File: src/rtl/ram_fifo_ctrl.sv
// Purpose : first-word-fall-through FIFO controller in front of a simple dual-port block RAM.
// Latency : a write into an empty FIFO is fetched one edge later and shows on rd_valid two edges later.
// Backpres: rd_ready low lets the 2-entry output buffer fill, then fetching stops and the RAM absorbs writes
//           until full; writes while full are dropped and flagged by a one-cycle overflow pulse.
//
// Ports:
//   clk, rst                 single clock, synchronous active-high reset
//   wr_en, wr_data           producer side; full / overflow report the RAM region state
//   rd_valid, rd_ready,      consumer side valid/ready stream, rd_data is the head word
//   rd_data
//   count                    words held in RAM + in-flight read + output buffer (0..DEPTH+2)
//   ram_we, ram_waddr,       RAM write port
//   ram_din
//   ram_raddr, ram_dout      RAM read port; dout is valid the cycle after raddr was sampled

module ram_fifo_ctrl #(
    parameter int ADDR_WIDTH = 10,
    parameter int DATA_WIDTH = 8
) (
    input  logic                  clk,
    input  logic                  rst,

    input  logic                  wr_en,
    input  logic [DATA_WIDTH-1:0] wr_data,
    output logic                  full,
    output logic                  overflow,

    output logic                  rd_valid,
    input  logic                  rd_ready,
    output logic [DATA_WIDTH-1:0] rd_data,

    output logic [ADDR_WIDTH+1:0] count,

    output logic                  ram_we,
    output logic [ADDR_WIDTH-1:0] ram_waddr,
    output logic [DATA_WIDTH-1:0] ram_din,
    output logic [ADDR_WIDTH-1:0] ram_raddr,
    input  logic [DATA_WIDTH-1:0] ram_dout
);

    // Pointers carry one extra bit so that a completely full RAM (difference
    // of DEPTH) is distinguishable from an empty one (difference of 0).
    localparam logic [ADDR_WIDTH:0]   DEPTH_CNT = {1'b1, {ADDR_WIDTH{1'b0}}};
    localparam logic [ADDR_WIDTH:0]   PTR_ONE   = {{ADDR_WIDTH{1'b0}}, 1'b1};
    localparam logic [ADDR_WIDTH+1:0] CNT_ONE   = {{(ADDR_WIDTH+1){1'b0}}, 1'b1};

    logic [ADDR_WIDTH:0]   wr_ptr;
    logic [ADDR_WIDTH:0]   rd_ptr;
    logic [ADDR_WIDTH:0]   ram_cnt;

    logic                  push;
    logic                  pop;
    logic                  fetch;

    // pend: a read address was sampled by the RAM at the last edge, so the
    // word is on ram_dout now and must be captured at the coming edge.
    logic                  pend;

    // Two-entry output buffer; ob_head is always the oldest word.
    logic [1:0]            ob_cnt;
    logic [DATA_WIDTH-1:0] ob_head;
    logic [DATA_WIDTH-1:0] ob_tail;

    // Occupancy of the output buffer after this edge if nothing new is
    // fetched: current entries, plus the word being captured, minus the pop.
    logic [2:0]            ob_after;

    // ------------------------------------------------------------------
    // Write side
    // ------------------------------------------------------------------
    assign ram_cnt   = wr_ptr - rd_ptr;
    assign full      = (ram_cnt == DEPTH_CNT);
    assign push      = wr_en & ~full;

    // Held low during reset so a pending wr_en cannot scribble on the RAM.
    assign ram_we    = push & ~rst;
    assign ram_waddr = wr_ptr[ADDR_WIDTH-1:0];
    assign ram_din   = wr_data;

    // ------------------------------------------------------------------
    // Read side
    // ------------------------------------------------------------------
    assign rd_valid  = (ob_cnt != 2'd0);
    assign rd_data   = ob_head;
    assign pop       = rd_valid & rd_ready;

    assign ob_after  = {1'b0, ob_cnt} + {2'b00, pend} - {2'b00, pop};

    // Only issue a read when the word it returns is guaranteed a slot in the
    // output buffer one edge later; this lets capture be unconditional.
    assign fetch     = (ram_cnt != '0) & (ob_after < 3'd2);

    // The RAM samples this every edge; when fetch is low the read result is
    // simply not captured.
    assign ram_raddr = rd_ptr[ADDR_WIDTH-1:0];

    // ------------------------------------------------------------------
    // Control state
    // ------------------------------------------------------------------
    always_ff @(posedge clk) begin
        if (rst) begin
            wr_ptr   <= '0;
            rd_ptr   <= '0;
            pend     <= 1'b0;
            ob_cnt   <= 2'd0;
            overflow <= 1'b0;
            count    <= '0;
        end else begin
            overflow <= wr_en & full;

            if (push) begin
                wr_ptr <= wr_ptr + PTR_ONE;
            end
            if (fetch) begin
                rd_ptr <= rd_ptr + PTR_ONE;
            end

            pend   <= fetch;
            ob_cnt <= ob_after[1:0];

            case ({push, pop})
                2'b10:   count <= count + CNT_ONE;
                2'b01:   count <= count - CNT_ONE;
                default: count <= count;
            endcase
        end
    end

    // ------------------------------------------------------------------
    // Output buffer data. No reset needed: contents are only observed
    // while ob_cnt says they are valid, and reset clears ob_cnt and pend.
    // ------------------------------------------------------------------
    always_ff @(posedge clk) begin
        if (pop) begin
            // Head leaves; the next-oldest word moves up. If the buffer held
            // only the head, the captured word becomes the new head.
            if (pend && (ob_cnt == 2'd1)) begin
                ob_head <= ram_dout;
            end else begin
                ob_head <= ob_tail;
            end
            if (pend && (ob_cnt == 2'd2)) begin
                ob_tail <= ram_dout;
            end
        end else if (pend) begin
            // Append behind whatever is already queued.
            if (ob_cnt == 2'd0) begin
                ob_head <= ram_dout;
            end else begin
                ob_tail <= ram_dout;
            end
        end
    end

endmodule

File: config.mk
export PLATFORM = sky130hd
export DESIGN_NAME = ram_fifo_ctrl
export DESIGN_NICKNAME = d
export VERILOG_FILES = /design/src/rtl/ram_fifo_ctrl.sv
export SDC_FILE = /design/constraint.sdc
export NUM_CORES = 1
export LEC_CHECK = 0
export ABC_AREA = 1
export CAP_MARGIN = 0
export CORE_UTILIZATION = 50
export CTS_CLUSTER_SIZE = 8
export DETAILED_ROUTE_END_ITERATION = 16
export GPL_TIMING_DRIVEN = 0
export PLACE_DENSITY = 0.84
export SKIP_LAST_GASP = 1
export SLEW_MARGIN = 20
export SYNTH_ARGS = -nofsm -noshare
export SYNTH_HDL_FRONTEND = slang
export SYNTH_SLANG_ARGS = --single-unit
File: constraint.sdc
create_clock -name clk -period 5.1 [get_ports clk]
set_clock_uncertainty 0.2 [all_clocks]
set_input_delay 1.275 -clock clk [delete_from_list [all_inputs] [get_ports clk]]
set_output_delay 1.275 -clock clk [all_outputs]
set_load 0.02 [all_outputs]
==> results by group <==
Placement
  – Port Buffers: 63
  – Dpl ws: 0.498 ns
  – Post-DP HPWL: 6980 µm
  – RD Place Congestion: 0.945

Global route
  – Largest net degree at the start of global routing: 20
  – First-pass GRT wire length: 15,200 µm
  – Initial antenna violation count: 0
  – GRT Util Overall: 22.8%
  – Total congestion overflow: 0
  – Vias in the first global route: 3,421

Clock tree
  – Clock-pin slew on the worst setup and hold paths: 0.11 ns
  – CTS H-tree depth: 2
  – Hold buffers post-CTS: 0
  – CTS tree: done
  – Total setup buffers inserted after CTS: 0
  – CTS Buffer Depth: 2
  – Num CTS Buffers: 5
  – Clock root buffer: clkbuf_8
  – Worst-Skew Late Latency: 0.32 ns
  – Num Clock Sinks: 54
  – Resize count post-CTS: 0

Power
  – Cell internal pwr: 1070 µW
  – Sw Share: 45.7%
  – Clock Power Share: 13.2%
  – Pwr/cell area: 414 mW/mm²
  – Leak: 0.00230 µW
  – Max VDD drop: 0.274 mV
  – Combinational cell fraction of total power: 55.8%
  – Switching power: 897 µW
  – Reg power frac: 31.0%
  – Final Power: 1970 µW

Synthesis
  – Most frequent cell after synthesis: nand2_1
  – Leading area contributor after synthesis: dfxtp_1
  – Area fraction of the dominant cell type after synthesis: 19.6%
  – Syn_nets: 589
  – Sequential share of the synthesized area: 31.9%
  – Synth top area cells: dfxtp_1, edfxtp_1, nand2_1, inv_1, ha_1
  – Post-Synthesis Cells: 542
  – Post-synth top cells: nand2_1, inv_1, nor2_1, dfxtp_1, nand3_1
  – Top FF cell, synth: dfxtp_1
  – Syn Area/Cell: 7.17 µm²
  – Post-synth EDFFs: 16
  – YS warnings: 0
  – Synthesized area: 0.00389 mm²
  – Synth async-reset ratio: 0%
  – Yosys reg bits: 54
  – Post-synthesis cell type count: 38

Floorplan
  – Die X: 90.2 µm
  – Die Area: 0.00813 mm²
  – Die height: 90.2 µm
  – CORE AREA: 0.00737 mm²
  – Initial Util: 52.7%
  – Ports: 72
  – Cell row count: 31

Drt
  – DRT Wirelength: 8900 µm
  – DR pass1 iterations: 6
  – Detail Route Antenna Nets: 0
  – DR iter-0 viols: 280
  – Via/cell ratio: 5.12
  – WL/cell: 12.5 µm
  – Residual DRC: 0
  – Via count: 3,646

STA
  – # setup viols final: 0
  – TNS Setup: 0 ns
  – Slew Viols, Final: 0
  – Setup slack after layout: 0.481 ns
  – Fin crit period: 4.62 ns
  – Slew @ Worst Pin: 0.769 ns
  – WHS: 0.315 ns
  – RSZ-0062 raised after global routing: no
  – Final Hold Viols: 0
  – Fin crit share: 90.6%
  – FMAX: 216 MHz
  – Worst rel slew slack: 48.4%

Cells and area
  – Number of diodes: 0
  – Share of post-route cells with drive strength above 1: 12.2%
  – Layout Nets: 659
  – Layout area overhead: 22.1%

Setup path
  – Critical path required time: 5.16 ns
  – Nature of the critical path startpoint: flip-flop
  – CP Class: reg -> reg
  – Crit-path max FO: 12
  – Worst setup EP type: flip-flop
  – CP Data Arrival Time: 4.68 ns

Hold path
  – HP Class: reg -> reg

Job
  – Max_cap viols: 0

Run status
  – Status: complete, no violations
==> through the flow <==
step	area, µm²	instances	utilization (%)
6_report	4740	712	64.4
5_1_grt	4740	712	64.4
3_5_place_dp	4640	704	63.0
4_1_cts	4740	712	64.3
3_3_place_gp	4640	704	63.0
2_1_floorplan	3890	542	-
==> cells in the final DEF (no fill, tap or decap), drive strengths merged, types with 15 or more instances in the layout <==
cell type	count
buf	31
nor2	82
nand2	121
inv	87
o21ai	15
dfxtp	38
ha	25
nand3	43
a21oi	35
clkdlybuf4s50	63
edfxtp	16
==> path summary, 6_finish.rpt <==
check / slack, ns / cells past startpoint / to / from
hold reg to reg: 0.32 / 1 / count[0] / count[0]
hold / removal: 0.32 / 1 / count[0] / count[0]
setup reg to reg: 0.48 / 25 / count[11] / rd_ptr[5]
setup / recovery: 0.48 / 25 / count[11] / rd_ptr[5]
==> layout make-up <==
class | instances | area (µm²)
Multi-Input combinational cell | 367 | 2070
Tap cell | 99 | 124
Clock inverter | 3 | 28.8
Fill cell | 680 | 2630
Buffer | 34 | 249
Clock buffer | 5 | 68.8
Sequential cell | 54 | 1240
Timing Repair Buffer | 63 | 631
Inverter | 87 | 329
==> state kept, by name (all words and copies together) (netlist names) <==
register	count
count	12
rd_ptr	11
wr_ptr	11
ob_tail	8
rd_data	8
ob_cnt	2
overflow	1
pend	1
==> power by group through the flow <==
stage               Sequential [µW]  Clock, µW  Combinational (µW)
floorplan                       670          0                 713
global placement                612          0                1040
detailed placement              619          0                1080
CTS                             610        264                1090
global route                    622        285                1220
finish                          609        259                1100
==> worst max-delay path, stage by stage (launching register included) <==
cell,delay [ns]
dfxtp_1,0.44
inv_1,0.11
ha_1,0.38
nand2_1,0.14
inv_1,0.05
nand2_1,0.08
nand3_1,0.10
nand2_1,0.13
nand2_1,0.08
nand2_1,0.07
nand2_1,0.13
nand2_1,0.11
nor2_1,0.05
nor2_1,0.26
inv_1,0.08
ha_1,0.39
ha_1,0.45
nand3_1,0.10
nand2_1,0.11
a21oi_1,0.10
o21ai_0,0.41
nand2_1,0.16
a21o_1,0.20
nand2_1,0.06
nand2_1,0.05
a21oi_1,0.13
==> cell families (layout without fill, tap and decap cells) <==
logic type	count (synthesis)	count (layout)	share of synthesized area (%)
fa+ha+maj	27	27	9.08
flops	54	54	31.9
compound gates	58	58	9.21
buf+inv	121	192	14.9
mux	8	8	2.32
xor+xnor	9	9	2.03
simple gates	265	265	30.6
==> layer usage <==
layer / global-route usage [%] / vias to the layer above / wire length [µm]
li1: - / 1848 / -
met1: 28.0 / 1658 / 3830
met2: 39.9 / 122 / 4410
met3: 4.06 / 18 / 536
met4: 8.06 / 0 / 124
met5: 0 / - / 0
(Power assumes the default switching activity.)
